===== src/rtl/alu_seq_if.sv =====
`default_nettype none
// ============================================================================
// Module      : alu_seq_if
// Description : Request/response bundle for the sequential ALU. The request
//               side (in_valid/in_ready, op, a, b) carries one operation from
//               the register-file read stage; the response side
//               (out_valid/out_ready, result, flags) delivers it to
//               write-back. busy reports that the ALU is not idle.
//               master : producer/consumer side (drives requests, out_ready)
//               slave  : ALU side (drives in_ready, results, flags, busy)
// Revision    : 1.0 - initial release
// ============================================================================
interface alu_seq_if #(
    parameter int WIDTH = 8
);
    logic             in_valid;
    logic             in_ready;
    logic [3:0]       op;
    logic [WIDTH-1:0] a;
    logic [WIDTH-1:0] b;
    logic             out_valid;
    logic             out_ready;
    logic [WIDTH-1:0] result;
    logic             ovf;
    logic             unf;
    logic             zero;
    logic             neg;
    logic             busy;

    modport master (
        output in_valid, op, a, b, out_ready,
        input  in_ready, out_valid, result, ovf, unf, zero, neg, busy
    );

    modport slave (
        input  in_valid, op, a, b, out_ready,
        output in_ready, out_valid, result, ovf, unf, zero, neg, busy
    );
endinterface
`default_nettype wire


===== src/rtl/alu_seq.sv =====
`default_nettype none
// ============================================================================
// Module      : alu_seq
// Description : Handshaked signed ALU, WIDTH-bit two's complement. Logic,
//               add/sub, shifts complete in one cycle; signed multiply runs
//               WIDTH shift-add cycles. Optional saturation on overflow.
// Ports       : clk  - clock, rising edge
//               rst  - synchronous active-high reset
//               bus  - alu_seq_if.slave (request, response, flags, busy)
// Revision    : 1.0 - initial release
// ============================================================================
module alu_seq #(
    parameter int WIDTH  = 8,
    parameter bit SAT_EN = 1'b1
) (
    input  logic     clk,
    input  logic     rst,
    alu_seq_if.slave bus
);
    localparam logic [1:0]       c_IDLE   = 2'd0;
    localparam logic [1:0]       c_MUL    = 2'd1;
    localparam logic [1:0]       c_DONE   = 2'd2;
    localparam logic [3:0]       c_OP_MUL = 4'd12;
    localparam int               c_CW     = $clog2(WIDTH);
    localparam logic [c_CW-1:0]  c_LAST   = c_CW'(WIDTH - 1);
    localparam logic [WIDTH-1:0] c_WIDTH_V = WIDTH'(WIDTH);
    localparam logic [WIDTH-1:0] c_MAX    = {1'b0, {(WIDTH-1){1'b1}}};
    localparam logic [WIDTH-1:0] c_MIN    = {1'b1, {(WIDTH-1){1'b0}}};

    logic [1:0]         r_state;
    logic [WIDTH-1:0]   r_result;
    logic               r_ovf, r_unf, r_zero, r_neg;
    logic [c_CW-1:0]    r_cnt;
    logic [2*WIDTH-1:0] r_mcand;
    logic [WIDTH-1:0]   r_mplier;
    logic [2*WIDTH-1:0] r_acc;

    logic [WIDTH:0]     w_sum, w_dif;
    logic               w_big;
    logic [WIDTH-1:0]   w_alu_res;
    logic               w_alu_ovf, w_alu_unf;
    logic [2*WIDTH-1:0] w_pp, w_acc_nxt;
    logic               w_mul_fit, w_mul_ovf, w_mul_unf;
    logic [WIDTH-1:0]   w_ld_res;
    logic               w_ld_ovf, w_ld_unf;

    // Flags are always reported; the value clamps only when saturation is on.
    function automatic logic [WIDTH-1:0] f_sat(input logic [WIDTH-1:0] v,
                                               input logic o, input logic u);
        if (SAT_EN && o)      return c_MAX;
        else if (SAT_EN && u) return c_MIN;
        else                  return v;
    endfunction

    // Single-cycle datapath; add/sub use one guard bit to classify overflow.
    always_comb begin
        w_sum     = {bus.a[WIDTH-1], bus.a} + {bus.b[WIDTH-1], bus.b};
        w_dif     = {bus.a[WIDTH-1], bus.a} - {bus.b[WIDTH-1], bus.b};
        w_big     = (bus.b >= c_WIDTH_V);
        w_alu_res = r_result;
        w_alu_ovf = 1'b0;
        w_alu_unf = 1'b0;
        case (bus.op)
            4'd1:  w_alu_res = bus.b;
            4'd2,
            4'd3:  w_alu_res = bus.a;
            4'd4:  w_alu_res = ~bus.a;
            4'd5:  w_alu_res = bus.a & bus.b;
            4'd6:  w_alu_res = bus.a | bus.b;
            4'd7:  w_alu_res = bus.a ^ bus.b;
            4'd8:  w_alu_res = ~(bus.a & bus.b);
            4'd9:  w_alu_res = ~(bus.a | bus.b);
            4'd10: begin
                w_alu_res = w_sum[WIDTH-1:0];
                w_alu_ovf = (w_sum[WIDTH:WIDTH-1] == 2'b01);
                w_alu_unf = (w_sum[WIDTH:WIDTH-1] == 2'b10);
            end
            4'd11: begin
                w_alu_res = w_dif[WIDTH-1:0];
                w_alu_ovf = (w_dif[WIDTH:WIDTH-1] == 2'b01);
                w_alu_unf = (w_dif[WIDTH:WIDTH-1] == 2'b10);
            end
            4'd13: w_alu_res = w_big ? {WIDTH{bus.a[WIDTH-1]}} : WIDTH'($signed(bus.a) >>> bus.b);
            4'd14: w_alu_res = w_big ? '0 : bus.a << bus.b;
            4'd15: w_alu_res = w_big ? '0 : bus.a >> bus.b;
            default: w_alu_res = r_result;  // NOP (and MUL, which uses its own path)
        endcase
    end

    // Multiplier bit WIDTH-1 carries weight -2^(WIDTH-1), so the final
    // partial product is subtracted rather than added.
    always_comb begin
        w_pp      = r_mplier[0] ? r_mcand : '0;
        w_acc_nxt = (r_cnt == c_LAST) ? (r_acc - w_pp) : (r_acc + w_pp);
        w_mul_fit = (&w_acc_nxt[2*WIDTH-1:WIDTH-1]) | ~(|w_acc_nxt[2*WIDTH-1:WIDTH-1]);
        w_mul_ovf = ~w_mul_fit & ~w_acc_nxt[2*WIDTH-1];
        w_mul_unf = ~w_mul_fit &  w_acc_nxt[2*WIDTH-1];
    end

    always_comb begin
        if (r_state == c_MUL) begin
            w_ld_res = f_sat(w_acc_nxt[WIDTH-1:0], w_mul_ovf, w_mul_unf);
            w_ld_ovf = w_mul_ovf;
            w_ld_unf = w_mul_unf;
        end else begin
            w_ld_res = f_sat(w_alu_res, w_alu_ovf, w_alu_unf);
            w_ld_ovf = w_alu_ovf;
            w_ld_unf = w_alu_unf;
        end
    end

    always_ff @(posedge clk) begin
        if (rst) begin
            r_state  <= c_IDLE;
            r_result <= '0;
            r_ovf    <= 1'b0;
            r_unf    <= 1'b0;
            r_zero   <= 1'b0;
            r_neg    <= 1'b0;
            r_cnt    <= '0;
            r_mcand  <= '0;
            r_mplier <= '0;
            r_acc    <= '0;
        end else begin
            case (r_state)
                c_IDLE: begin
                    if (bus.in_valid) begin
                        if (bus.op == c_OP_MUL) begin
                            r_mcand  <= {{WIDTH{bus.a[WIDTH-1]}}, bus.a};
                            r_mplier <= bus.b;
                            r_acc    <= '0;
                            r_cnt    <= '0;
                            r_state  <= c_MUL;
                        end else begin
                            r_result <= w_ld_res;
                            r_ovf    <= w_ld_ovf;
                            r_unf    <= w_ld_unf;
                            r_zero   <= (w_ld_res == '0);
                            r_neg    <= w_ld_res[WIDTH-1];
                            r_state  <= c_DONE;
                        end
                    end
                end
                c_MUL: begin
                    r_acc    <= w_acc_nxt;
                    r_mcand  <= r_mcand << 1;
                    r_mplier <= r_mplier >> 1;
                    r_cnt    <= r_cnt + 1'b1;
                    if (r_cnt == c_LAST) begin
                        r_result <= w_ld_res;
                        r_ovf    <= w_ld_ovf;
                        r_unf    <= w_ld_unf;
                        r_zero   <= (w_ld_res == '0);
                        r_neg    <= w_ld_res[WIDTH-1];
                        r_state  <= c_DONE;
                    end
                end
                c_DONE: begin
                    if (bus.out_ready) r_state <= c_IDLE;
                end
                default: r_state <= c_IDLE;
            endcase
        end
    end

    assign bus.in_ready  = (r_state == c_IDLE);
    assign bus.out_valid = (r_state == c_DONE);
    assign bus.busy      = (r_state != c_IDLE);
    assign bus.result    = r_result;
    assign bus.ovf       = r_ovf;
    assign bus.unf       = r_unf;
    assign bus.zero      = r_zero;
    assign bus.neg       = r_neg;
endmodule
`default_nettype wire


===== src/flat_wrapper.sv =====
// flat-port wrapper written by rule: the top's interface ports become plain ports
module alu_seq_flat 
#(
    parameter int WIDTH  = 8,
    parameter bit SAT_EN = 1'b1
)
  (clk, rst, bus_in_valid, bus_op, bus_a, bus_b, bus_out_ready, bus_in_ready, bus_out_valid, bus_result, bus_ovf, bus_unf, bus_zero, bus_neg, bus_busy);
  alu_seq_if #(.WIDTH(WIDTH)) bus_i ();
  input  logic clk;
  input  logic rst;
  input wire logic [$bits(bus_i.in_valid)-1:0] bus_in_valid;
  input wire logic [$bits(bus_i.op)-1:0] bus_op;
  input wire logic [$bits(bus_i.a)-1:0] bus_a;
  input wire logic [$bits(bus_i.b)-1:0] bus_b;
  input wire logic [$bits(bus_i.out_ready)-1:0] bus_out_ready;
  output wire logic [$bits(bus_i.in_ready)-1:0] bus_in_ready;
  output wire logic [$bits(bus_i.out_valid)-1:0] bus_out_valid;
  output wire logic [$bits(bus_i.result)-1:0] bus_result;
  output wire logic [$bits(bus_i.ovf)-1:0] bus_ovf;
  output wire logic [$bits(bus_i.unf)-1:0] bus_unf;
  output wire logic [$bits(bus_i.zero)-1:0] bus_zero;
  output wire logic [$bits(bus_i.neg)-1:0] bus_neg;
  output wire logic [$bits(bus_i.busy)-1:0] bus_busy;
  assign bus_i.in_valid = bus_in_valid;
  assign bus_i.op = bus_op;
  assign bus_i.a = bus_a;
  assign bus_i.b = bus_b;
  assign bus_i.out_ready = bus_out_ready;
  assign bus_in_ready = bus_i.in_ready;
  assign bus_out_valid = bus_i.out_valid;
  assign bus_result = bus_i.result;
  assign bus_ovf = bus_i.ovf;
  assign bus_unf = bus_i.unf;
  assign bus_zero = bus_i.zero;
  assign bus_neg = bus_i.neg;
  assign bus_busy = bus_i.busy;
  alu_seq #(.WIDTH(WIDTH), .SAT_EN(SAT_EN)) u_core (.clk(clk), .rst(rst), .bus(bus_i));
endmodule

===== config.mk =====
export PLATFORM = sky130hd
export DESIGN_NAME = alu_seq_flat
export DESIGN_NICKNAME = d
export VERILOG_FILES = /design/src/rtl/alu_seq_if.sv /design/src/rtl/alu_seq.sv /design/src/flat_wrapper.sv
export SDC_FILE = /design/constraint.sdc
export NUM_CORES = 1
export LEC_CHECK = 0
export BUFFER_PORTS_ARGS = -buffer_cell sky130_fd_sc_hd__buf_2
export CAP_MARGIN = 20
export CORE_ASPECT_RATIO = 2
export CORE_UTILIZATION = 58
export DETAILED_ROUTE_END_ITERATION = 6
export GPL_TIMING_DRIVEN = 1
export PLACE_DENSITY = 0.77
export SLEW_MARGIN = 10
export SYNTH_ARGS = -nofsm -noshare
export SYNTH_HDL_FRONTEND = slang
export SYNTH_SLANG_ARGS = --single-unit
export TNS_END_PERCENT = 1

===== constraint.sdc =====
create_clock -name clk -period 8.2 [get_ports clk]
set_clock_uncertainty 0.15 [all_clocks]
set_input_delay 0.41 -clock clk [delete_from_list [all_inputs] [get_ports clk]]
set_output_delay 0.41 -clock clk [all_outputs]
set_load 0.05 [all_outputs]

==> reports/qor.txt, run 1 <==
status -> aborted with a tool error
Last stage -> global routing (5_1_grt)
tool error -> [ERROR GRT-0116] Global routing finished with congestion. Check the congestion regions in the DRC Viewer.
I/O pin cnt -> 39
total clock sinks -> 56
GRT Util Overall -> 43.7%
pre-CTS setup slack -> 2830 ps
mux cell area share after synthesis -> 5.60%
Root Driver -> clkbuf_16
compound-gate portion of the synthesized area -> 32.3%
Final HPWL DP -> 16,500 µm
cts hold-fix bufs -> 0
Mapped Cells -> 881
vias in the first global route -> 6,996
Syn Nets -> 950
Die Ht -> 149 µm
async set or reset register ratio after synthesis -> 0%
GRT Residual Overflow -> 1
Avg Inst Size Synth -> 7.10 µm²
CTS-repair resized insts -> 0
largest family of logic cells by synthesized area -> compound AO/OA/AOI/OAI gates
H-tree depth -> 2
CTS Buffer Depth -> 2
FP Rows -> 53
TritonCTS Buffers -> 5
Initial Util -> 59.7%
synthesized area -> 6250 µm²
synth warn -> 0
Die X -> 75.4 µm
sequential element share of the synthesized area -> 17.9%
first-pass GRT wire length -> 35,900 µm
Final GP Congestion -> 0.974
xor/xnor share of the synthesized area -> 3.22%
Post-synth EDFFs -> 0
largest net degree at the start of global routing -> 55
# Post-CTS Setup Buffers -> 0
Synth Area in Simple Gates -> 24.9%
distinct cell type count after synthesis -> 80
Buffers on Ports -> 38
Yosys reg bits -> 56
Main synth FF type -> dfxtp_1
synthesized-area fraction occupied by adder cells -> 9.37%
==> stage by stage <==
step | std cells | instance area, µm²
after floorplan | 881 | 6250
after CTS | 1002 | 6560
after global placement | 994 | 6400
after detailed placement | 994 | 6400
==> cell families after synthesis <==
logic type,count (synthesis)
AO/OA/AOI/OAI,293
multiplexers,31
flip-flops,56
AND/OR/NAND/NOR,326
buffers and inverters,107
adder cells (fa/ha/maj),45
XOR/XNOR,23
==> cell usage after synthesis, types with 17 or more instances <==
| library cell | n | share of area (%) |
|---|---|---|
| clkbuf_1 | 59 | 3.5 |
| nand2_1 | 102 | 6.1 |
| nor2_1 | 90 | 5.4 |
| a22oi_1 | 32 | 3.8 |
| mux2i_1 | 26 | 4.2 |
| nand3_1 | 17 | 1.4 |
| nor3_1 | 25 | 2.0 |
| ha_1 | 42 | 8.4 |
| a21oi_1 | 63 | 5.0 |
| dfxtp_1 | 56 | 18 |
| o21ai_0 | 56 | 4.5 |
| inv_1 | 37 | 2.2 |
==> layer usage <==
metal	track usage, %	GRT overflow
met5	2.02	0
met4	41.3	1
met3	16.7	0
met2	71.2	0
met1	39.1	0
==> run 2: changes to the inputs <==
--- a/config.mk
+++ b/config.mk
@@ -7,11 +7,10 @@
 export LEC_CHECK = 0
 export BUFFER_PORTS_ARGS = -buffer_cell sky130_fd_sc_hd__buf_2
 export CAP_MARGIN = 20
-export CORE_ASPECT_RATIO = 2
-export CORE_UTILIZATION = 58
+export CORE_UTILIZATION = 40
 export DETAILED_ROUTE_END_ITERATION = 6
 export GPL_TIMING_DRIVEN = 1
-export PLACE_DENSITY = 0.77
+export PLACE_DENSITY_LB_ADDON = 0.15
 export SLEW_MARGIN = 10
 export SYNTH_ARGS = -nofsm -noshare
 export SYNTH_HDL_FRONTEND = slang
==> run 2 against run 1 <==
The run now ends clean. Area after synthesis unchanged. Synthesized cell count unchanged.
==> reports/qor.txt, run 2 <==
TritonCTS Buffers -> 5
RR Startpoint -> u_core.r_mplier[0]
CP Max Fanout -> 25
async set or reset register ratio after synthesis -> 0%
Initial Util -> 41.1%
RR Endpoint -> u_core.bus.zero
Leak -> 2.69 nW
final worst path period need -> 5520 ps
via/cell ratio -> 6.19
Met2 Wirelength -> 9260 µm
crit path cell chain -> and2_1 > inv_1 > ha_1 > o21ai_0 > a21oi_1 > nor2_1 > a21oi_1 > a31o_2 > ha_1 > a2111oi_0 > o21ai_0 > a41oi_1 > o31ai_1 > xor2_1 > nand2b_1 > o41ai_4 > a221o_1 > and3_1 > a31o_1
commonest non-fill, non-tap cell in the layout -> nand2_1
register area -> 1120 µm²
H-tree depth -> 2
Largest regs -> u_core.r_acc x16, u_core.r_mcand x16, u_core.r_mplier x8
core box area -> 15,200 µm²
non-filler cells in the finished layout -> 1,052
CTS-repair resized insts -> 0
count leader, synth -> nand2_1
Main synth FF type -> dfxtp_1
VDD IR max -> 0.0776 mV
Max-Cap Viols -> 0
RSZ-0062 raised after global routing -> no
Final ANT Viol Nets -> 0
Worst path slowest cell -> dfxtp_1
Power Density -> 121 nW/µm²
CP Launch Type -> flip-flop
Slew Viols, Final -> 0
via count -> 6,509
sequential element share of the synthesized area -> 17.9%
Setup violations, final -> 0
status -> completed
Final #Nets -> 932
critical path class -> flip-flop to flip-flop
Root Driver -> clkbuf_16
synth cell count leaders -> nand2_1, nor2_1, a21oi_1
final WL -> 19,800 µm
Mapped Cells -> 881
Die Ht -> 127 µm
met3 wire len -> 888 µm
Synth area leaders -> dfxtp_1, ha_1, nand2_1
cells on worst reg2reg path -> 19
GRT Residual Overflow -> 0
FP Rows -> 45
Worst Setup SP -> u_core.r_mplier[0]
CP max stage delay -> 820 ps
Crit. End Element -> flip-flop
fraction of layout cells with a size suffix above 1 -> 9.03%
Top Layer Used -> met4
Fmax -> 181 MHz
# Post-CTS Setup Buffers -> 0
distinct cell type count after synthesis -> 80
synthesis-to-layout area growth -> 5.72%
I/O pin cnt -> 39
Clock transition at path regs -> 80 ps
Final HPWL DP -> 14,500 µm
WP data arrival -> 5580 ps
Synth area leader -> dfxtp_1
Max transition margin -> 30.7%
setup ws final -> 2680 ps
largest net degree at the start of global routing -> 55
drc violations -> 0
utilization after layout -> 43.5%
M1 WL -> 8980 µm
period utilization -> 67.3%
Buffers on Ports -> 38
wire per inst -> 18.8 µm
Placed Cells -> 1,041
Post-synth EDFFs -> 0
fill cell count -> 1,594
CTS tree -> built
antenna fix cells -> 0
Avg Inst Size Synth -> 7.10 µm²
total clock sinks -> 56
GRT Util Overall -> 24.9%
highest-count cells in the layout ignoring fill and taps -> nand2_1, nor2_1, a21oi_1
initial antenna violation count -> 0
synth warn -> 0
area occupied by multi-input gates -> 4720 µm²
Worst Path Required -> 8260 ps
synthesized area -> 6250 µm²
first-pass GRT wire length -> 31,900 µm
Final GP Congestion -> 0.944
pre-CTS setup slack -> 2730 ps
vias in the first global route -> 5,919
cts hold-fix bufs -> 0
final count of hold timing violations -> 0
first drt pass iteration count -> 5
initial DRC count -> 631
worst hold path class -> input pin to flip-flop
Die X -> 127 µm
CTS Buffer Depth -> 2
slew at the pin closest to its max-slew limit -> 1040 ps
Final TNS setup -> 0 ps
Yosys reg bits -> 56
R2R setup slack -> 2680 ps
Syn Nets -> 950
top-area cell type share of the netlist area -> 17.9%
worst skew pair latency -> 310 ps
area of the die -> 16,100 µm²
Worst Setup EP -> u_core.bus.zero
-- run 2: cell counts after synthesis --
Identical to the previous run, type by type.
-- run 2: logic make-up after synthesis --
group / Yosys count / synth area share (%)
flops: 56 / 17.9
mux: 31 / 5.60
buf+inv: 107 / 6.61
compound gates: 293 / 32.3
simple gates: 326 / 24.9
fa+ha+maj: 45 / 9.37
xor+xnor: 23 / 3.22
-- run 2: where the power goes --
group | internal (W) | total (W) | switching (W)
Sequential | 0.000280 | 0.000290 | 0.0000102
Clock | 0.000115 | 0.000225 | 0.000110
Combinational | 0.000100 | 0.000281 | 0.000181
-- run 2: per-stage QoR --
stage          power, W  cell area [µm²]  hold WS [ps]
4_1_cts        0.000800             6580           280
5_1_grt        0.000842             6610           293
3_3_place_gp   0.000574             6430           295
6_report       0.000796             6610           290
2_1_floorplan  0.000501             6250           282
3_5_place_dp   0.000573             6430           301
-- run 2: worst max-delay path, delay by kind of cell (launching register included) --
kind | cells | cell delay, ps
compound gates | 11 | 2370
xor+xnor | 1 | 310
fa+ha+maj | 2 | 700
buf+inv | 1 | 50
flops | 1 | 820
simple gates | 4 | 1020
-- run 2: worst min path at each step --
stage | start | end | slack [ps] | depth (start not counted)
2_1_floorplan | u_core.r_mplier[7] | u_core.r_mplier[7] | 280 | 2
4_1_cts | bus_b[7] | u_core.r_mplier[7] | 280 | 3
5_1_grt | bus_b[7] | u_core.r_mplier[7] | 290 | 3
3_5_place_dp | u_core.bus.ovf | u_core.bus.ovf | 300 | 2
3_3_place_gp | u_core.bus.ovf | u_core.bus.ovf | 290 | 2
6_report | bus_b[7] | u_core.r_mplier[7] | 290 | 3
-- run 2: layout make-up --
| type | count | area share, % |
|---|---|---|
| inverters | 38 | 2.16 |
| flip-flops and latches | 56 | 17.0 |
| well taps | 188 | 3.56 |
| repair buffers | 44 | 3.63 |
| multi-input cells | 718 | 71.5 |
| clock inverters | 3 | 0.341 |
| clock buffers | 5 | 1.89 |
-- run 2: per-layer routing --
metal	up-vias	GRT usage (%)
met1	3050	33.3
met3	49	3.06
met5	-	0
li1	3204	-
met4	0	10.2
met2	206	40.7
(Power assumes the default switching activity.)
